**config.mk**
```make
export PLATFORM = sky130hd
export DESIGN_NAME = updown_counter_mod
export DESIGN_NICKNAME = d
export VERILOG_FILES = /design/src/rtl/counter_pkg.sv /design/src/rtl/updown_counter_next.sv /design/src/rtl/updown_counter_mod.sv
export SDC_FILE = /design/constraint.sdc
export NUM_CORES = 1
export LEC_CHECK = 0
export ABC_CLOCK_PERIOD_IN_PS = 1800
export CORE_AREA = 3 3 40 42
export DETAILED_ROUTE_END_ITERATION = 16
export DIE_AREA = 0 0 43 45
export PLACE_DENSITY = 0.74
export SLEW_MARGIN = 10
export SYNTH_ARGS = -nofsm -noshare
export SYNTH_HDL_FRONTEND = slang
export SYNTH_SLANG_ARGS = --single-unit
```
**constraint.sdc**
```tcl
create_clock -name clk -period 1.8 [get_ports clk]
set_input_delay 0.27 -clock clk [delete_from_list [all_inputs] [get_ports clk]]
set_output_delay 0.27 -clock clk [all_outputs]
set_load 0.05 [all_outputs]
```
**src/rtl/counter_pkg.sv**
```systemverilog
// Shared types and helpers for the modulo-N up/down counter family.
package counter_pkg;

    typedef enum logic {
        RUN  = 1'b0,
        HALT = 1'b1
    } cnt_state_t;

    localparam logic DIR_UP   = 1'b1;
    localparam logic DIR_DOWN = 1'b0;

    // Values are carried in 33 bits so a modulus of 2**32 stays representable.
    function automatic logic [32:0] clamp_load(input logic [32:0] val, input logic [32:0] modulus);
        return (val >= modulus) ? (modulus - 33'd1) : val;
    endfunction

endpackage

```
**src/rtl/updown_counter_next.sv**
```systemverilog
// Combinational next-count and terminal detection for a modulo-MODULUS counter.
module updown_counter_next
    import counter_pkg::*;
#(
    parameter int unsigned      WIDTH   = 4,
    parameter longint unsigned  MODULUS = 16
) (
    input  logic [WIDTH-1:0] q,
    input  logic             up,
    output logic [WIDTH-1:0] next_q,
    output logic             at_terminal
);

    localparam logic [WIDTH:0] MAX_V = (WIDTH+1)'(MODULUS - 64'd1);

    logic [WIDTH:0] q_ext;
    logic [WIDTH:0] step_v;

    // NOTE: every output is given a value on every path, so no latch is inferred.
    always_comb begin
        q_ext       = {1'b0, q};
        at_terminal = (up == DIR_UP) ? (q_ext == MAX_V) : (q_ext == '0);
        step_v      = (up == DIR_UP) ? (q_ext + 1'b1) : (q_ext - 1'b1);
        if (at_terminal) begin
            next_q = (up == DIR_UP) ? '0 : MAX_V[WIDTH-1:0];
        end else begin
            next_q = step_v[WIDTH-1:0];
        end
    end

endmodule

```
**src/rtl/updown_counter_mod.sv**
```systemverilog
// Parametrised modulo-N up/down counter with load, wrap pulse and one-shot halt.
// Define UPDOWN_COUNTER_CASCADE_EN to add the cin/cout chaining ports.
module updown_counter_mod
    import counter_pkg::*;
#(
    parameter int unsigned      WIDTH   = 4,
    parameter longint unsigned  MODULUS = 16
) (
    input  logic             clk,
    input  logic             rst,
    input  logic             en,
    input  logic             up,
    input  logic             load,
    input  logic [WIDTH-1:0] load_val,
    input  logic             oneshot,
    output logic [WIDTH-1:0] q,
    output logic             wrap,
    output logic             done
`ifdef UPDOWN_COUNTER_CASCADE_EN
    ,
    input  logic             cin,
    output logic             cout
`endif
);

    if (WIDTH < 1 || WIDTH > 32 || MODULUS < 2 || MODULUS > (64'd1 << WIDTH)) begin : g_bad_params
        $fatal(1, "updown_counter_mod: WIDTH or MODULUS out of range");
    end

    cnt_state_t       state_q, state_d;
    logic [WIDTH-1:0] q_q, q_d;
    logic             wrap_q, wrap_d;
    logic [WIDTH-1:0] next_q;
    logic             at_terminal;
    logic             eff_en;

    updown_counter_next #(
        .WIDTH   (WIDTH),
        .MODULUS (MODULUS)
    ) u_next (
        .q           (q_q),
        .up          (up),
        .next_q      (next_q),
        .at_terminal (at_terminal)
    );

`ifdef UPDOWN_COUNTER_CASCADE_EN
    assign eff_en = en & cin;
    assign cout   = cin & en & at_terminal & (state_q != HALT);
`else
    assign eff_en = en;
`endif

    always_comb begin
        state_d = state_q;
        q_d     = q_q;
        wrap_d  = 1'b0;
        if (load) begin
            q_d     = WIDTH'(clamp_load(33'(load_val), 33'(MODULUS)));
            state_d = RUN;
        end else if (eff_en && state_q == RUN) begin
            if (at_terminal && oneshot) begin
                state_d = HALT;
            end else begin
                q_d    = next_q;
                wrap_d = at_terminal;
            end
        end
    end

    // NOTE: sequential state uses non-blocking assignments so all registers update together.
    always_ff @(posedge clk) begin
        if (rst) begin
            state_q <= RUN;
            q_q     <= '0;
            wrap_q  <= 1'b0;
        end else begin
            state_q <= state_d;
            q_q     <= q_d;
            wrap_q  <= wrap_d;
        end
    end

    assign q    = q_q;
    assign wrap = wrap_q;
    assign done = (state_q == HALT);

endmodule

```
==> metrics.txt, run 1 <==
# TYPE chip_impl_metric gauge
chip_impl_metric{name="area_delta_synth_final",unit="%"} 59.0
chip_impl_metric{name="detailed_place.area",unit="um2"} 712
chip_impl_metric{name="synth_mux_area_frac",unit=""} 0.0235
chip_impl_info{name="layout.cells.most_common",value="sky130_fd_sc_hd__buf_4"} 1
chip_impl_metric{name="route.antenna.remaining_nets",unit=""} 0
chip_impl_metric{name="ports_placed_on_the_boundary",unit=""} 16
chip_impl_metric{name="gp_congestion",unit=""} 0.803
chip_impl_metric{name="power.combinational.fraction",unit=""} 0.424
chip_impl_metric{name="first_global_vias",unit=""} 481
chip_impl_metric{name="detail_route.wirelength",unit="mm"} 1.19
chip_impl_metric{name="p_leak",unit="uW"} 0.000320
chip_impl_metric{name="slew_violations",unit=""} 0
chip_impl_metric{name="vias",unit=""} 509
chip_impl_metric{name="die_area",unit="mm2"} 0.00194
chip_impl_metric{name="dp_hpwl",unit="um"} 924
chip_impl_metric{name="grt.overflow.total",unit=""} 0
chip_impl_info{name="worst_setup_path_end_kind",value="primary output"} 1
chip_impl_metric{name="worst_ep_required_time",unit="ns"} 1.53
chip_impl_info{name="run_status",value="finished, final reports clean"} 1
chip_impl_info{name="worstSetupPathType",value="reg -> out"} 1
chip_impl_metric{name="finish.net_count",unit=""} 95
chip_impl_metric{name="drive_gt1_frac",unit=""} 0.413
chip_impl_metric{name="syn-cell-area",unit="um2"} 479
chip_impl_metric{name="design_area",unit="um2"} 762
chip_impl_info{name="cp_cell_sequence",value="clkdlybuf4s50_1"} 1
chip_impl_metric{name="simple_gate_fraction_of_synth_area",unit=""} 0.206
chip_impl_metric{name="post_synth_xor_area_fraction",unit=""} 0.0548
chip_impl_metric{name="synth_adder_area_share",unit=""} 0.0940
chip_impl_metric{name="power",unit="uW"} 501
chip_impl_metric{name="synth_compound_gate_area_share",unit=""} 0.298
chip_impl_metric{name="layout_setup_ws",unit="ns"} 0.107
chip_impl_info{name="cpLargestDelayFamily",value="buffers and inverters"} 1
chip_impl_metric{name="fmax",unit="MHz"} 591
chip_impl_metric{name="clockBufferDepth",unit=""} 2
chip_impl_metric{name="ys_async_sr_fraction",unit=""} 0
chip_impl_metric{name="max_cap_violations",unit=""} 0
chip_impl_metric{name="peakVddDrop",unit="mV"} 0.199
chip_impl_metric{name="clock_sinks",unit=""} 6
chip_impl_metric{name="fin_crit_sh",unit=""} 0.940
chip_impl_info{name="critPathSlowestCell",value="sky130_fd_sc_hd__clkdlybuf4s50_1"} 1
chip_impl_metric{name="cts_hold_repair.buffers",unit=""} 0
chip_impl_metric{name="timing.clock.skew",unit="ns"} 0.000308
chip_impl_metric{name="placementRows",unit=""} 13
chip_impl_metric{name="nets_in_the_synthesized_netlist",unit=""} 65
chip_impl_metric{name="wire_length_of_the_first_global_routing_pass",unit="mm"} 2.00
chip_impl_metric{name="critical-path-max-stage-delay",unit="ns"} 0.82
chip_impl_metric{name="buffer_ports.inserted",unit=""} 15
chip_impl_metric{name="fin_setup_tns",unit="ns"} 0
chip_impl_metric{name="cts.reportedPaths.clkPinSlew",unit="ns"} 0.05
chip_impl_metric{name="timing_worst_slew_pin_value",unit="ns"} 0.499
chip_impl_info{name="postSynth.topFlopCell",value="sky130_fd_sc_hd__dfxtp_1"} 1
chip_impl_info{name="rsz0062_at_grt",value="false"} 1
chip_impl_metric{name="cts.htree.levels",unit=""} 1
chip_impl_metric{name="cp.buffers_inverters",unit=""} 1
chip_impl_metric{name="route.detailed.wl_per_inst",unit="um"} 12.5
chip_impl_metric{name="clkLatencyLatePin",unit="ns"} 0.24
chip_impl_metric{name="power_switching_share",unit=""} 0.343
chip_impl_metric{name="num_cts_buffers",unit=""} 3
chip_impl_metric{name="vias_per_cell",unit=""} 5.36
chip_impl_metric{name="ys_ff_latch",unit=""} 6
chip_impl_metric{name="yosys_warnings",unit=""} 0
chip_impl_info{name="cts_tree",value="built"} 1
chip_impl_metric{name="share_seq_of_total_power",unit=""} 0.327
chip_impl_metric{name="p_per_area",unit="mW/mm2"} 658
chip_impl_metric{name="first_pass_iters",unit=""} 4
chip_impl_metric{name="internal_power",unit="uW"} 329
chip_impl_metric{name="coreArea",unit="mm2"} 0.00128
chip_impl_metric{name="final.fill_count",unit=""} 127
chip_impl_metric{name="clkPwrFrac",unit=""} 0.249
chip_impl_metric{name="number_of_failing_hold_endpoints_at_the_final_stage",unit=""} 0
chip_impl_metric{name="timing.final.setup_violations",unit=""} 0
chip_impl_metric{name="library_cells_used_by_synthesis",unit=""} 32
chip_impl_metric{name="preCtsSetupSlack",unit="ns"} -0.278
chip_impl_metric{name="post_synthesis_area_per_instance",unit="um2"} 9.22
chip_impl_info{name="worst_hold_path_type",value="reg -> reg"} 1
chip_impl_metric{name="drt_drc_violations_left",unit=""} 0
chip_impl_metric{name="grtUsageTotal",unit=""} 0.139
chip_impl_metric{name="max-slew-margin-rel",unit=""} 0.666
chip_impl_metric{name="timing.critical_path.arrival",unit="ns"} 1.42
chip_impl_metric{name="die_h",unit="um"} 45
chip_impl_metric{name="grt_start_max_net_pins",unit=""} 9
chip_impl_metric{name="final_core_utilization",unit=""} 0.593
chip_impl_info{name="layout.cells.most_common_list",value="13 x sky130_fd_sc_hd__buf_4, 12 x sky130_fd_sc_hd__clkdlybuf4s50_1, 4 x sky130_fd_sc_hd__nor2_1, 4 x sky130_fd_sc_hd__dfxtp_2"} 1
chip_impl_metric{name="die_width",unit="um"} 43
chip_impl_metric{name="number_of_antenna_violations_at_the_first_check_in_global_routing",unit=""} 0
chip_impl_metric{name="syn_inst",unit=""} 52
chip_impl_metric{name="drt_iter0_drc",unit=""} 6
chip_impl_info{name="cts_root_buffer",value="sky130_fd_sc_hd__clkbuf_4"} 1
chip_impl_info{name="synth_top_family_by_area",value="compound AO/OA/AOI/OAI gates"} 1
chip_impl_metric{name="final.min_clock_period",unit="ns"} 1.69
chip_impl_info{name="worst_setup_path_start_kind",value="flip-flop"} 1
chip_impl_metric{name="initial_core_util",unit=""} 0.373
chip_impl_metric{name="switch_pwr",unit="uW"} 172
chip_impl_metric{name="seq_area_frac_synth",unit=""} 0.251
chip_impl_metric{name="count_of_flip_flops_with_a_built_in_enable_after_synthesis",unit=""} 0
chip_impl_metric{name="insertedDiodeCount",unit=""} 0
chip_impl_metric{name="cp_max_fo",unit=""} 5
Yosys cell counts (2+ instances only):
master | n | area, um2
sky130_fd_sc_hd__o2111ai_1 | 2 | 17.5
sky130_fd_sc_hd__or3_1 | 2 | 12.5
sky130_fd_sc_hd__nand2_1 | 2 | 7.51
sky130_fd_sc_hd__ha_1 | 2 | 25.0
sky130_fd_sc_hd__inv_1 | 4 | 15.0
sky130_fd_sc_hd__o21ai_1 | 2 | 10.0
sky130_fd_sc_hd__nor3_1 | 2 | 10.0
sky130_fd_sc_hd__dfxtp_1 | 6 | 120
sky130_fd_sc_hd__a21oi_1 | 2 | 10.0
sky130_fd_sc_hd__xnor2_1 | 3 | 26.3
sky130_fd_sc_hd__nor2_1 | 4 | 15.0
final cells by class:
| class | instances | area [um2] | area share |
|---|---|---|---|
| Sequential cell | 6 | 125 | 0.164 |
| Clock buffer | 3 | 22.5 | 0.0296 |
| Inverter | 5 | 31.3 | 0.0411 |
| Tap cell | 15 | 18.8 | 0.0246 |
| Timing Repair Buffer | 26 | 230 | 0.302 |
| Multi-Input combinational cell | 40 | 334 | 0.438 |
sequential cells by signal, summed over array words and instances (netlist names):
name and cells:
q 4, done 1, wrap 1
power groups by stage:
stage / Sequential, uW / Clock, uW / Combinational (uW)
after detailed placement: 167 / 0 / 204
final: 164 / 125 / 213
after global routing: 167 / 132 / 230
after CTS: 165 / 127 / 210
after floorplan: 198 / 0 / 93.8
after global placement: 166 / 0 / 201
logic make-up (layout without fill, tap and decap cells):
kind of cell             after synthesis  count (layout)
AND/OR/NAND/NOR                       17              17
XOR/XNOR                               3               3
adder cells (fa/ha/maj)                3               3
buffers and inverters                  6              34
AO/OA/AOI/OAI                         16              16
multiplexers                           1               1
flip-flops                             6               6
path summary, 6_finish.rpt:
check / from / end / slack (ns) / depth (start not counted)
setup / recovery: q[3] / q[3] / 0.11 / 1
hold / removal: done / done / 0.53 / 2
setup reg to reg: q[0] / q[2] / 0.14 / 5
hold reg to reg: done / done / 0.53 / 2
stage by stage:
step	hold slack, ns	instances
2_1_floorplan	0.330	52
3_3_place_gp	0.508	90
3_5_place_dp	0.523	90
4_1_cts	0.529	93
5_1_grt	0.557	95
6_report	0.527	95
repair_timing:
item / CTS / global route
pin swaps: 0 / 3
setup endpoints to repair: 2 / 4
setup buffers: 0 / 2
gates resized for setup: 2 / 2
metal layers:
metal	wire length, um	vias up	GRT usage	share of wire
met3	62	4	0.0239	0.052
met5	0	-	0	0
met4	10	0	0.0723	0.0084
li1	-	250	-	-
met2	588	14	0.251	0.49
met1	530	241	0.157	0.45
No activity file was read; power rests on OpenSTA's default activity.
==> run 2: changes to the inputs <==
Settings changed: CTS_BUF_LIST set to sky130_fd_sc_hd__clkbuf_4 sky130_fd_sc_hd__clkbuf_8 sky130_fd_sc_hd__clkbuf_16.
==> results of run 2 <==
No change in the layout: final DEF, timing and power equal those of run 1.
==> run 3: changes to the inputs <==
Settings changed: ABC_AREA set to 1, ABC_CLOCK_PERIOD_IN_PS 1800 to 1900.
Clock period 1.8 ns to 1.9 ns, I/O delays scaled along.
==> run 3 against run 2 <==
Net effect:
- non-clock buffer count is 8 lower
- routed wire length is 13% lower
- first-iteration DRC count rose by 67%
- cell count up 16%
- register-to-register slack improved by 0.30 ns
- final area shrank 9.9%
- core utilization shrank 5.8 points
- count of clock-buffer cells in the layout stayed put
- worst setup slack improved by 0.023 ns
- critical path type unchanged
- critical endpoint is now q[2]
- largest cell class unchanged
==> metrics.txt, run 3 <==
# TYPE chip_impl_metric gauge
chip_impl_metric{name="max_cap_violations",unit=""} 0
chip_impl_metric{name="slew_violations",unit=""} 0
chip_impl_metric{name="die_width",unit="um"} 43
chip_impl_metric{name="ys_ff_latch",unit=""} 6
chip_impl_metric{name="clkLatencyLatePin",unit="ns"} 0.24
chip_impl_info{name="synth_most_common_cell",value="sky130_fd_sc_hd__nand2_1"} 1
chip_impl_metric{name="number_of_failing_hold_endpoints_at_the_final_stage",unit=""} 0
chip_impl_info{name="crit-reg2reg-capture",value="q[2]"} 1
chip_impl_metric{name="grt.overflow.total",unit=""} 0
chip_impl_metric{name="p_leak",unit="uW"} 0.000350
chip_impl_metric{name="fin_setup_tns",unit="ns"} 0
chip_impl_metric{name="min_path_cells",unit=""} 2
chip_impl_metric{name="nets_in_the_synthesized_netlist",unit=""} 87
chip_impl_metric{name="finalHoldWorstSlack",unit="ns"} 0.480
chip_impl_metric{name="timing.final.setup_violations",unit=""} 0
chip_impl_metric{name="timing.clock.skew",unit="ns"} 0.000279
chip_impl_info{name="worstHoldEndpoint",value="done"} 1
chip_impl_metric{name="die_area",unit="mm2"} 0.00194
chip_impl_metric{name="fmax",unit="MHz"} 565
chip_impl_info{name="reg2reg_from",value="q[0]"} 1
chip_impl_metric{name="worst-r2r-setup-slack",unit="ns"} 0.44
chip_impl_metric{name="coreArea",unit="mm2"} 0.00128
chip_impl_metric{name="timing_worst_slew_pin_value",unit="ns"} 0.498
chip_impl_metric{name="vias",unit=""} 494
chip_impl_metric{name="num_cts_buffers",unit=""} 3
chip_impl_metric{name="cp.buffers_inverters",unit=""} 1
chip_impl_metric{name="syn-cell-area",unit="um2"} 478
chip_impl_metric{name="first_pass_iters",unit=""} 4
chip_impl_metric{name="library_cells_used_by_synthesis",unit=""} 19
chip_impl_metric{name="first_global_vias",unit=""} 465
chip_impl_info{name="synth_largest_area_cell",value="sky130_fd_sc_hd__dfxtp_1"} 1
chip_impl_metric{name="cp_max_fo",unit=""} 5
chip_impl_metric{name="route.detailed.wl_per_inst",unit="um"} 9.45
chip_impl_metric{name="final.min_clock_period",unit="ns"} 1.77
chip_impl_metric{name="critical-path-max-stage-delay",unit="ns"} 0.83
chip_impl_info{name="synthTopCellsByArea",value="sky130_fd_sc_hd__dfxtp_1 25%, sky130_fd_sc_hd__nand2_1 17%, sky130_fd_sc_hd__nand2_4 9.4%"} 1
chip_impl_info{name="cpLargestDelayFamily",value="buffers and inverters"} 1
chip_impl_metric{name="insertedDiodeCount",unit=""} 0
chip_impl_metric{name="syn_inst",unit=""} 74
chip_impl_metric{name="vias_per_cell",unit=""} 4.49
chip_impl_metric{name="cts.reportedPaths.clkPinSlew",unit="ns"} 0.05
chip_impl_metric{name="final.fill_count",unit=""} 132
chip_impl_metric{name="ff_latch_area",unit="um2"} 120
chip_impl_metric{name="max-slew-margin-rel",unit=""} 0.667
chip_impl_info{name="critPathSlowestCell",value="sky130_fd_sc_hd__clkdlybuf4s50_1"} 1
chip_impl_metric{name="final_core_utilization",unit=""} 0.535
chip_impl_metric{name="p_per_area",unit="mW/mm2"} 670
chip_impl_metric{name="placementRows",unit=""} 13
chip_impl_metric{name="seq_area_frac_synth",unit=""} 0.251
chip_impl_info{name="worst_hold_startpoint",value="done"} 1
chip_impl_metric{name="ys_async_sr_fraction",unit=""} 0
chip_impl_metric{name="die_h",unit="um"} 45
chip_impl_info{name="worst_setup_path_end_kind",value="primary output"} 1
chip_impl_metric{name="ports_placed_on_the_boundary",unit=""} 16
chip_impl_info{name="netlist_top_cells_count",value="22 x sky130_fd_sc_hd__nand2_1, 10 x sky130_fd_sc_hd__nor2_1, 6 x sky130_fd_sc_hd__dfxtp_1, 6 x sky130_fd_sc_hd__inv_1, 5 x sky130_fd_sc_hd__inv_2"} 1
chip_impl_metric{name="post_synthesis_area_per_instance",unit="um2"} 6.46
chip_impl_info{name="worst_hold_path_type",value="reg -> reg"} 1
chip_impl_metric{name="grtUsageTotal",unit=""} 0.128
chip_impl_metric{name="number_of_antenna_violations_at_the_first_check_in_global_routing",unit=""} 0
chip_impl_metric{name="ctsResizeCount",unit=""} 0
chip_impl_info{name="worstSetupPathType",value="reg -> out"} 1
chip_impl_metric{name="r2r_cells",unit=""} 6
chip_impl_metric{name="dp_hpwl",unit="um"} 833
chip_impl_metric{name="wire_length_of_the_first_global_routing_pass",unit="mm"} 1.86
chip_impl_metric{name="area_delta_synth_final",unit="%"} 43.7
chip_impl_info{name="critPathLaunch",value="q[2]"} 1
chip_impl_metric{name="drt_drc_violations_left",unit=""} 0
chip_impl_info{name="worst_setup_path_start_kind",value="flip-flop"} 1
chip_impl_metric{name="drive_gt1_frac",unit=""} 0.232
chip_impl_metric{name="worst_ep_required_time",unit="ns"} 1.62
chip_impl_metric{name="largest_reg_flops",unit=""} 4
chip_impl_info{name="run_status",value="finished, final reports clean"} 1
chip_impl_metric{name="drt_iter0_drc",unit=""} 10
chip_impl_metric{name="detail_route.wirelength",unit="mm"} 1.04
chip_impl_info{name="cts_root_buffer",value="sky130_fd_sc_hd__clkbuf_4"} 1
chip_impl_metric{name="buffer_ports.inserted",unit=""} 15
chip_impl_info{name="postSynth.topFlopCell",value="sky130_fd_sc_hd__dfxtp_1"} 1
chip_impl_metric{name="cts_setup_buffers",unit=""} 0
chip_impl_info{name="cp_cell_sequence",value="clkdlybuf4s50_1"} 1
chip_impl_metric{name="clock_sinks",unit=""} 6
chip_impl_metric{name="count_of_flip_flops_with_a_built_in_enable_after_synthesis",unit=""} 0
chip_impl_info{name="layout.cells.most_common",value="sky130_fd_sc_hd__nand2_1"} 1
chip_impl_metric{name="top_area_cell_type_share_of_the_netlist_area",unit=""} 0.251
chip_impl_metric{name="cts_hold_repair.buffers",unit=""} 0
chip_impl_metric{name="finish.net_count",unit=""} 110
chip_impl_info{name="cts_tree",value="built"} 1
chip_impl_metric{name="clockBufferDepth",unit=""} 2
chip_impl_metric{name="grt_start_max_net_pins",unit=""} 8
chip_impl_info{name="layout.cells.most_common_list",value="22 x sky130_fd_sc_hd__nand2_1, 13 x sky130_fd_sc_hd__clkdlybuf4s50_1, 10 x sky130_fd_sc_hd__nor2_1"} 1
chip_impl_metric{name="gp_congestion",unit=""} 0.756
chip_impl_metric{name="timing.critical_path.arrival",unit="ns"} 1.49
chip_impl_metric{name="fin_crit_sh",unit=""} 0.932
chip_impl_metric{name="multiInputGateArea",unit="um2"} 308
chip_impl_metric{name="initial_core_util",unit=""} 0.372
chip_impl_info{name="rsz0062_at_grt",value="false"} 1
chip_impl_metric{name="route.antenna.remaining_nets",unit=""} 0
chip_impl_metric{name="yosys_warnings",unit=""} 0
chip_impl_metric{name="peakVddDrop",unit="mV"} 0.433
chip_impl_metric{name="cts.htree.levels",unit=""} 1
==> run 3: cell count changes after synthesis, sizes merged, moves of 4 or more <==
cell,before,now
nand2,2,27
nand3,0,4
inv,4,11
nor2,6,11
==> run 3: cell type report <==
class,instances,share of cell area
clock buffer,3,0.0328
inverter,12,0.0729
multi-input combinational,56,0.448
sequential,6,0.175
tap,15,0.0273
timing repair buffer,18,0.244
==> run 3: cells by family (layout without fill, tap and decap cells) <==
kind of cell | count (synthesis) | after routing | share of synthesized area
xor+xnor | 1 | 1 | 0.0183
fa+ha+maj | 3 | 3 | 0.0942
buf+inv | 12 | 33 | 0.105
compound gates | 8 | 8 | 0.0916
flops | 6 | 6 | 0.251
simple gates | 44 | 44 | 0.440
==> run 3: per-stage QoR <==
stage | instances | area, um2 | total power (uW) | worst slack (ns)
floorplan | 74 | 478 | 279 | 0.208
global placement | 107 | 664 | 340 | 0.00520
detailed placement | 107 | 664 | 343 | -0.0293
CTS | 110 | 687 | 467 | 0.126
global route | 110 | 687 | 489 | 0.0805
finish | 110 | 687 | 460 | 0.130
==> run 3: how the worst max path moves through the flow <==
stage                 to  slack [ns]  cells after the start
floorplan           q[3]        0.21                      9
global placement    q[2]       0.005                      8
detailed placement  q[2]       -0.03                      8
CTS                 q[2]        0.13                      1
global route        q[2]        0.08                      8
finish              q[2]        0.13                      1
==> run 3: per-layer routing <==
layer	GRT usage	routed length (um)	vias to the layer above
met2	0.201	474	14
met4	0.108	12	0
li1	-	-	270
met5	0	0	-
met3	0.0159	61	2
met1	0.155	491	208
==> run 3: report_power, final <==
group | switching [uW] | internal [uW]
Sequential | 14.8 | 137
Clock | 48.0 | 71.6
Combinational | 110 | 79.5
Total | 173 | 288
